`config.mk`:
```
export PLATFORM = sky130hd
export DESIGN_NAME = reset_sequencer
export DESIGN_NICKNAME = d
export VERILOG_FILES = /design/src/rtl/reset_sequencer.sv
export SDC_FILE = /design/constraint.sdc
export NUM_CORES = 1
export LEC_CHECK = 0
export ABC_AREA = 1
export BUFFER_PORTS_ARGS = -buffer_cell sky130_fd_sc_hd__buf_2
export CAP_MARGIN = 40
export CORE_AREA = 5 5 55 57
export CTS_CLUSTER_DIAMETER = 120
export CTS_CLUSTER_SIZE = 30
export DETAILED_ROUTE_END_ITERATION = 10
export DIE_AREA = 0 0 60 62
export GPL_TIMING_DRIVEN = 0
export PLACE_DENSITY = 0.79
export SETUP_SLACK_MARGIN = 0.4
export SYNTH_ARGS = -nofsm -noshare
export SYNTH_HDL_FRONTEND = slang
export SYNTH_SLANG_ARGS = --single-unit
export TNS_END_PERCENT = 20
```
`constraint.sdc`:
```
create_clock -name clock -period 2.5 [get_ports clock]
set_input_delay 0.75 -clock clock [delete_from_list [all_inputs] [get_ports clock]]
set_output_delay 0.75 -clock clock [all_outputs]
set_load 0.1 [all_outputs]
```
`src/rtl/reset_sequencer.sv`:
```
// Purpose: releases the stage resets one at a time, in order, after the PLL has locked; handles warm reset and lock loss.
// Latency: RELEASE starts LOCK_FILTER edges after lock is seen; stage k is released (k+1)*STAGE_DELAY edges after that.
// Backpressure: none; all outputs come straight from flops, and inputs are sampled on every edge.
module reset_sequencer #(
    parameter int NUM_STAGES    = 3,
    parameter int STAGE_DELAY   = 16,
    parameter int LOCK_FILTER   = 8,
    parameter int SW_RESET_HOLD = 32
) (
    input  logic                  clock,
    input  logic                  reset,
    input  logic                  pll_lock,
    input  logic                  soft_reset_req,
    output logic [NUM_STAGES-1:0] stage_reset,
    output logic                  sequence_done,
    output logic                  lock_lost,
    output logic [1:0]            state
);

    localparam logic [1:0] ST_WAIT_LOCK = 2'd0;
    localparam logic [1:0] ST_RELEASE   = 2'd1;
    localparam logic [1:0] ST_RUN       = 2'd2;
    localparam logic [1:0] ST_SW_RESET  = 2'd3;

    localparam int LF_W   = $clog2(LOCK_FILTER) + 1;
    localparam int DLY_W  = $clog2(STAGE_DELAY) + 1;
    localparam int HOLD_W = $clog2(SW_RESET_HOLD) + 1;
    localparam int IDX_W  = $clog2(NUM_STAGES) + 1;

    // Terminal counts: each counter clears on reaching these instead of wrapping.
    localparam logic [LF_W-1:0]   LF_LAST   = LF_W'(LOCK_FILTER - 1);
    localparam logic [DLY_W-1:0]  DLY_LAST  = DLY_W'(STAGE_DELAY - 1);
    localparam logic [HOLD_W-1:0] HOLD_LAST = HOLD_W'(SW_RESET_HOLD - 1);
    localparam logic [IDX_W-1:0]  IDX_LAST  = IDX_W'(NUM_STAGES - 1);

    logic [1:0]            state_q, state_d;
    logic [NUM_STAGES-1:0] stage_reset_q, stage_reset_d;
    logic                  done_q, done_d;
    logic                  lock_lost_q, lock_lost_d;
    logic [LF_W-1:0]       lf_cnt_q, lf_cnt_d;
    logic [DLY_W-1:0]      dly_cnt_q, dly_cnt_d;
    logic [HOLD_W-1:0]     hold_cnt_q, hold_cnt_d;
    logic [IDX_W-1:0]      idx_q, idx_d;

    // Next-state logic: lock loss beats soft reset, which beats the normal release step.
    always_comb begin
        state_d       = state_q;
        stage_reset_d = stage_reset_q;
        done_d        = done_q;
        lock_lost_d   = 1'b0;
        lf_cnt_d      = lf_cnt_q;
        dly_cnt_d     = dly_cnt_q;
        hold_cnt_d    = hold_cnt_q;
        idx_d         = idx_q;

        if (state_q != ST_WAIT_LOCK && !pll_lock) begin
            // Lost lock: slam every stage back into reset and refilter the lock.
            state_d       = ST_WAIT_LOCK;
            stage_reset_d = '1;
            done_d        = 1'b0;
            lock_lost_d   = 1'b1;
            lf_cnt_d      = '0;
            dly_cnt_d     = '0;
            hold_cnt_d    = '0;
            idx_d         = '0;
        end else if ((state_q == ST_RELEASE || state_q == ST_RUN) && soft_reset_req) begin
            state_d       = ST_SW_RESET;
            stage_reset_d = '1;
            done_d        = 1'b0;
            lf_cnt_d      = '0;
            dly_cnt_d     = '0;
            hold_cnt_d    = '0;
            idx_d         = '0;
        end else begin
            case (state_q)
                ST_WAIT_LOCK: begin
                    if (!pll_lock) begin
                        lf_cnt_d = '0;
                    end else if (lf_cnt_q == LF_LAST) begin
                        state_d   = ST_RELEASE;
                        lf_cnt_d  = '0;
                        dly_cnt_d = '0;
                        idx_d     = '0;
                    end else begin
                        lf_cnt_d = lf_cnt_q + 1'b1;
                    end
                end
                ST_RELEASE: begin
                    if (dly_cnt_q == DLY_LAST) begin
                        dly_cnt_d = '0;
                        // Shifting a zero in from bit 0 keeps releases strictly in order.
                        stage_reset_d = stage_reset_q << 1;
                        if (idx_q == IDX_LAST) begin
                            state_d = ST_RUN;
                            done_d  = 1'b1;
                            idx_d   = '0;
                        end else begin
                            idx_d = idx_q + 1'b1;
                        end
                    end else begin
                        dly_cnt_d = dly_cnt_q + 1'b1;
                    end
                end
                ST_RUN: begin
                    stage_reset_d = '0;
                    done_d        = 1'b1;
                end
                ST_SW_RESET: begin
                    // The PLL is still locked here, so go straight back to releasing.
                    if (hold_cnt_q == HOLD_LAST) begin
                        state_d    = ST_RELEASE;
                        hold_cnt_d = '0;
                        dly_cnt_d  = '0;
                        idx_d      = '0;
                    end else begin
                        hold_cnt_d = hold_cnt_q + 1'b1;
                    end
                end
                default: begin
                    state_d       = ST_WAIT_LOCK;
                    stage_reset_d = '1;
                    done_d        = 1'b0;
                    lf_cnt_d      = '0;
                    dly_cnt_d     = '0;
                    hold_cnt_d    = '0;
                    idx_d         = '0;
                end
            endcase
        end
    end

    // State and output registers; reset forces every stage into reset without waiting for a clock edge.
    always_ff @(posedge clock or posedge reset) begin
        if (reset) begin
            state_q       <= ST_WAIT_LOCK;
            stage_reset_q <= '1;
            done_q        <= 1'b0;
            lock_lost_q   <= 1'b0;
            lf_cnt_q      <= '0;
            dly_cnt_q     <= '0;
            hold_cnt_q    <= '0;
            idx_q         <= '0;
        end else begin
            state_q       <= state_d;
            stage_reset_q <= stage_reset_d;
            done_q        <= done_d;
            lock_lost_q   <= lock_lost_d;
            lf_cnt_q      <= lf_cnt_d;
            dly_cnt_q     <= dly_cnt_d;
            hold_cnt_q    <= hold_cnt_d;
            idx_q         <= idx_d;
        end
    end

    assign stage_reset   = stage_reset_q;
    assign sequence_done = done_q;
    assign lock_lost     = lock_lost_q;
    assign state         = state_q;

endmodule

```
### Word level (Yosys, flattened, before mapping)

Index checks and enable logic that the tools add are counted.

* flip-flop bits (word level): 25
* bits of input ports: 4
* word-level logic and storage cells: 81

* equal/unequal tests: 12
* multiplexer cells: 42
* add/subtract/negate cells: 4
* reduce and logical (&&, ||, !) cells: 15

Operators by type and width (number)
* $mux W3: 10
* $mux W5: 6
* $mux W6: 4
* $mux W4: 5
* $pmux W5 S3: 1
* $mux W2: 7
* $ne A4 B4 Y1 const B: 3
* $pmux W3 S3: 1
* $ne A4 B2 Y1 const B: 2
* $add A6 B1 Y6 const B: 1
* $eq A6 B5 Y1 const B: 1
* $pmux W2 S3: 1
* $pmux W3 S2: 1
* $reduce_and A6 Y1: 1
* $reduce_bool A3 Y1: 2
* $add A5 B1 Y5 const B: 1
* $eq A5 B4 Y1 const B: 1
* $mux W1: 5
* $reduce_and A5 Y1: 1
* $reduce_bool A5 Y1: 1
* $add A4 B1 Y4 const B: 1
* $eq A2 B2 Y1 const B: 2
* $eq A4 B3 Y1 const B: 1
* $reduce_and A4 Y1: 1
* 12 further kinds: 13

### Depth between registers and ports, before layout

* word-level depth: 6
* depth in mapped cells: 10
* depth with buffers taken out: 10

### Least setup slack after synthesis

OpenSTA, ideal clock, no wires.

* kind: flip-flop to flip-flop
* from: register state_q[0], in the netlist state[0]
* to: register stage_reset_q[1], in the netlist stage_reset[1]
* stages on the path, launching flop included: 10
* setup slack: 85 ps
* period minus slack after synthesis: 2415 ps
* arrival time: 2338 ps
* buffers on the path: 0
* cells stage by stage: dfrtp_1 > inv_1 > ha_1 > nand2_1 > inv_1 > nor2_4 > nand2_1 > and2_4 > nand2_1 > o21ai_2

* longest elaborated chain between the ends: 5
* elaborated cells between the ends (all ways): 12
* classes of those cells: eq/ne: 3; mux: 3; reduce/logical: 6

Ends and longest elaborated chain
* start: declaration: RTL line 36 `logic [1:0] state_q, state_d;`
* start signal: assignment: RTL line 144 `state_q <= state_d;`
* $eq A2 B1 Y1 or $eq A2 B2 Y1 (tied branches): RTL line 66, 75
* $logic_or A1 B1 Y1: RTL line 66 `end else if ((state_q == ST_RELEASE || state_q == ST_RUN) && soft_reset_req) begin`
* $logic_and A1 B1 Y1: RTL line 66
* $ne A4 B2 Y1 (no source line) (tied with other cells)
* $reduce_and A2 Y1 (no source line) or $mux W3 (tied branches)
* end signal: assignment: RTL line 145 `stage_reset_q <= stage_reset_d;`
* end: declaration: RTL line 37 `logic [NUM_STAGES-1:0] stage_reset_q, stage_reset_d;`

Parallel ways exist; a longest one is shown, timed or not.
A chain may end at the register's enable or synchronous reset.

### Final worst setup path

* from: register stage_reset_q[1], in the netlist stage_reset[1]
* to: output port stage_reset[1]

RTL lines
* end: declaration: RTL line 14 `output logic [NUM_STAGES-1:0] stage_reset,`

No word-level cell between the ends.

==> Flow_metrics.wiki <==
{| class="wikitable"
! Metric !! Value
|-
| Hold/Removal Path Class || primary input to async pin
|-
| Number of nets still failing antenna checks after routing || 0
|-
| Port Buf Inserts || 10
|-
| Required time reported for the critical path endpoint || about 1.8 ns
|-
| Hold-fix buffers, CTS || 0
|-
| Skew final || between 0.002 and 0.0025 ns
|-
| Post-route DRC || 0
|-
| Internal reg-to-reg setup slack || 0.57 ns
|-
| Initial antenna violation count || 0
|-
| Detailed-router iteration count before antenna repair || 4
|-
| CORE AREA || between 2000 and 2500 µm²
|-
| Die W || 60 µm
|-
| Highest attainable clock frequency || about 0.49 GHz
|-
| Register area share after synthesis || 42.66%
|-
| Outcome || complete, no violations
|-
| Worst endpoint data arrival time || around 1.3 ns
|-
| Combined area of the multi-input logic cells || 763.2 µm²
|-
| Syn Inst Count || between 150 and 200
|-
| Period utilization || approximately four fifths
|-
| GRT Total Usage || a little under a fifth
|-
| CP Launch Point || stage_reset[1]
|-
| Yosys top cell area share || 37.32%
|-
| Post-layout min period || 2.046 ns
|-
| Synthesized area per cell || between 8 and 9 µm²
|-
| Post-cts gate resize count || 0
|-
| Cell with the most instances after synthesis || sky130_fd_sc_hd__nand2_1
|-
| Number of global-route vias before repair || 1251
|-
| DP Worst Slack || about 0.53 ns
|-
| Rows || 18
|-
| Setup violations, final || 0
|-
| HPWL after DPL || 2.164 mm
|-
| Layout overhead on the synthesized area || 8.906%
|-
| Worst supply voltage drop on vdd || roughly 0.0011 V
|-
| Total negative setup slack || 0 ns
|-
| Worst Setup Slack, final || ~0.45 ns
|-
| GRT met3 Usage || 2.893%
|-
| DIE AREA || ~3700 µm²
|-
| Capturing point of the worst reg2reg path || stage_reset[1]
|-
| TritonCTS clock tree || yes
|-
| Routed wirelength normalized by instance count || roughly 13 µm
|-
| Instance area after placement || between 1500 and 2000 µm²
|-
| Post-CTS Setup Inserts || 0
|-
| Met2 track utilization from global routing || ~34%
|-
| Number of flops mapped to enable cells by yosys || 0
|-
| Total of max-cap violations || 0
|-
| Clk root buf || sky130_fd_sc_hd__clkbuf_4
|-
| Kind of critical path || register to output pin
|-
| Routed vias/inst || roughly 5.6
|-
| Area taken by flip-flops and latches || around 630 µm²
|-
| Antenna cells || 0
|-
| Reg2reg start || state[0]
|-
| Type of destination of the critical path || output pin
|-
| WHS || 0.4183 ns
|-
| Global-route wire length before repair || 5.154 mm
|-
| Height of the die || 62 µm
|-
| Ranking of synthesized cells by area || sky130_fd_sc_hd__dfrtp_1 37%, sky130_fd_sc_hd__nand2_1 10%, sky130_fd_sc_hd__ha_1 6.8%
|-
| GRT met1 Usage || 20.68%
|-
| Clock slew at reported path FFs || 0.14 ns
|-
| Pwr per Cell Area || roughly 1300 nW/µm²
|-
| Total vias in the final route || 1244
|-
| Family with the most delay on the worst path || flip-flops
|-
| Setup repair after global routing missed its margin || no
|-
| Worst-margin pin slew || 0.4943 ns
|-
| Register bit count reported by yosys || 25
|-
| Net count of the mapped netlist || 189
|-
| Standard cell with the maximum stage delay on the critical path || sky130_fd_sc_hd__dfstp_2
|-
| Launching element type of the critical path || register
|-
| Largest stage delay on the critical path || 0.55 ns
|-
| Max-slew violation count || 0
|-
| Final-layout fill cell count || 211
|-
| Number of warnings issued by yosys || 0
|-
| Sequence of cells on the critical path || buf_2
|-
| WL final || 2.861 mm
|-
| Post-synthesis cell type count || 28
|-
| Clk Latency, worst-skew pair || roughly 0.32 ns
|-
| Placer congestion estimate || approximately 0.84
|-
| Largest net degree at the start of global routing || 15
|-
| Fraction of registers with async set/reset || 100.0%
|-
| Total congestion overflow || 0
|-
| Maximum clock insertion buffer count || 2
|-
| Static power due to leakage || 0.7854 nW
|-
| Hold violation count in the final report || 0
|-
| CP bufs+invs || 1
|-
| Leading area contributor after synthesis || sky130_fd_sc_hd__dfrtp_1
|-
| Maximum net fanout on the critical path || 2
|-
| Fraction of final layout cells with drive strength greater than 1 || around a fifth
|-
| Leading register cell type out of synthesis || sky130_fd_sc_hd__dfrtp_1
|-
| Most used routing layer || met2
|-
| Non-Filler Cell Area, Final || between 1500 and 2000 µm²
|-
| Clock tree sinks || 25
|-
| Commonest cells post-synth || 41 x sky130_fd_sc_hd__nand2_1, 22 x sky130_fd_sc_hd__dfrtp_1, 18 x sky130_fd_sc_hd__inv_1, 13 x sky130_fd_sc_hd__nand3_1, 13 x sky130_fd_sc_hd__nor2_1
|-
| Violation count after the first detailed-routing iteration || 32
|-
| Number of levels in the clock H-tree || 1
|-
| Initial Utilization || between 60% and 70%
|-
| Number of cells on the worst reg-to-reg path || 9
|-
| Final net count || ~210
|-
| Synth Cell Area || 1475 µm²
|-
| Worst slew margin relative to its limit || 67.01%
|-
| I/O pin count || 11
|-
| CTS Buf Count || 3
|}
worst max-delay path by stage:
| stage | endpoint | depth (start not counted) |
|---|---|---|
| 2_1_floorplan | stage_reset[1] | 9 |
| 3_3_place_gp | idx_q[0] | 8 |
| 3_5_place_dp | stage_reset[1] | 8 |
| 4_1_cts | stage_reset[1] | 1 |
| 5_1_grt | stage_reset[1] | 1 |
| 6_report | stage_reset[1] | 1 |
flip-flops by register name (all words and copies together), names as in the netlist:
name	count
dly_cnt_q	5
hold_cnt_q	6
lf_cnt_q	4
sequence_done	1
state	2
lock_lost	1
stage_reset	3
idx_q	3
where the power goes:
part	switching [mW]	leakage, nW	internal (mW)
registers	0.0787	0.328	0.521
logic	1.01	0.443	0.330
clock network	0.124	0.0150	0.0626
cells by family after synthesis:
group,Yosys count,synth area share (%)
AOI/OAI and AO/OA,22,8.397
xor gates and xnor gates,5,2.968
adders and majority gates,8,6.786
buffers and inverters,22,5.597
DFF,25,42.66
muxes,1,0.6786
and+or+nand+nor,94,32.91
layout make-up:
class,instances,area share (%)
multi-input combinational,130,47.51
clock buffer,4,1.636
inverter,22,5.140
sequential,25,39.33
tap,30,2.336
timing repair buffer,11,4.050
layout by cell type, fill, tap and decap left out, types with 5 or more instances in the layout:
cell type	instances
sky130_fd_sc_hd__inv_1	18
sky130_fd_sc_hd__a21oi_1	7
sky130_fd_sc_hd__nand4_1	7
sky130_fd_sc_hd__xor2_1	5
sky130_fd_sc_hd__nor2_1	13
sky130_fd_sc_hd__dfrtp_1	20
sky130_fd_sc_hd__nand2_1	41
sky130_fd_sc_hd__nand3_1	13
sky130_fd_sc_hd__ha_1	8
sky130_fd_sc_hd__buf_2	10
sky130_fd_sc_hd__o21ai_1	7
sky130_fd_sc_hd__nor2_4	5
per-stage QoR:
| step | power (mW) | utilization (%) | std cells |
|---|---|---|---|
| 2_1_floorplan | 1.714 | - | 177 |
| 3_3_place_gp | 1.899 | 64.35 | 217 |
| 3_5_place_dp | 1.940 | 64.97 | 218 |
| 4_1_cts | 2.131 | 66.05 | 222 |
| 5_1_grt | 2.286 | 66.05 | 222 |
| 6_report | 2.124 | 66.05 | 222 |
metal layers:
| layer | routed length (µm) | up-vias |
|---|---|---|
| li1 | - | 607 |
| met1 | 1244 | 604 |
| met2 | 1450 | 28 |
| met3 | 114 | 5 |
| met4 | 52 | 0 |
| met5 | 0 | - |
Power figures use the tool's default switching activity.
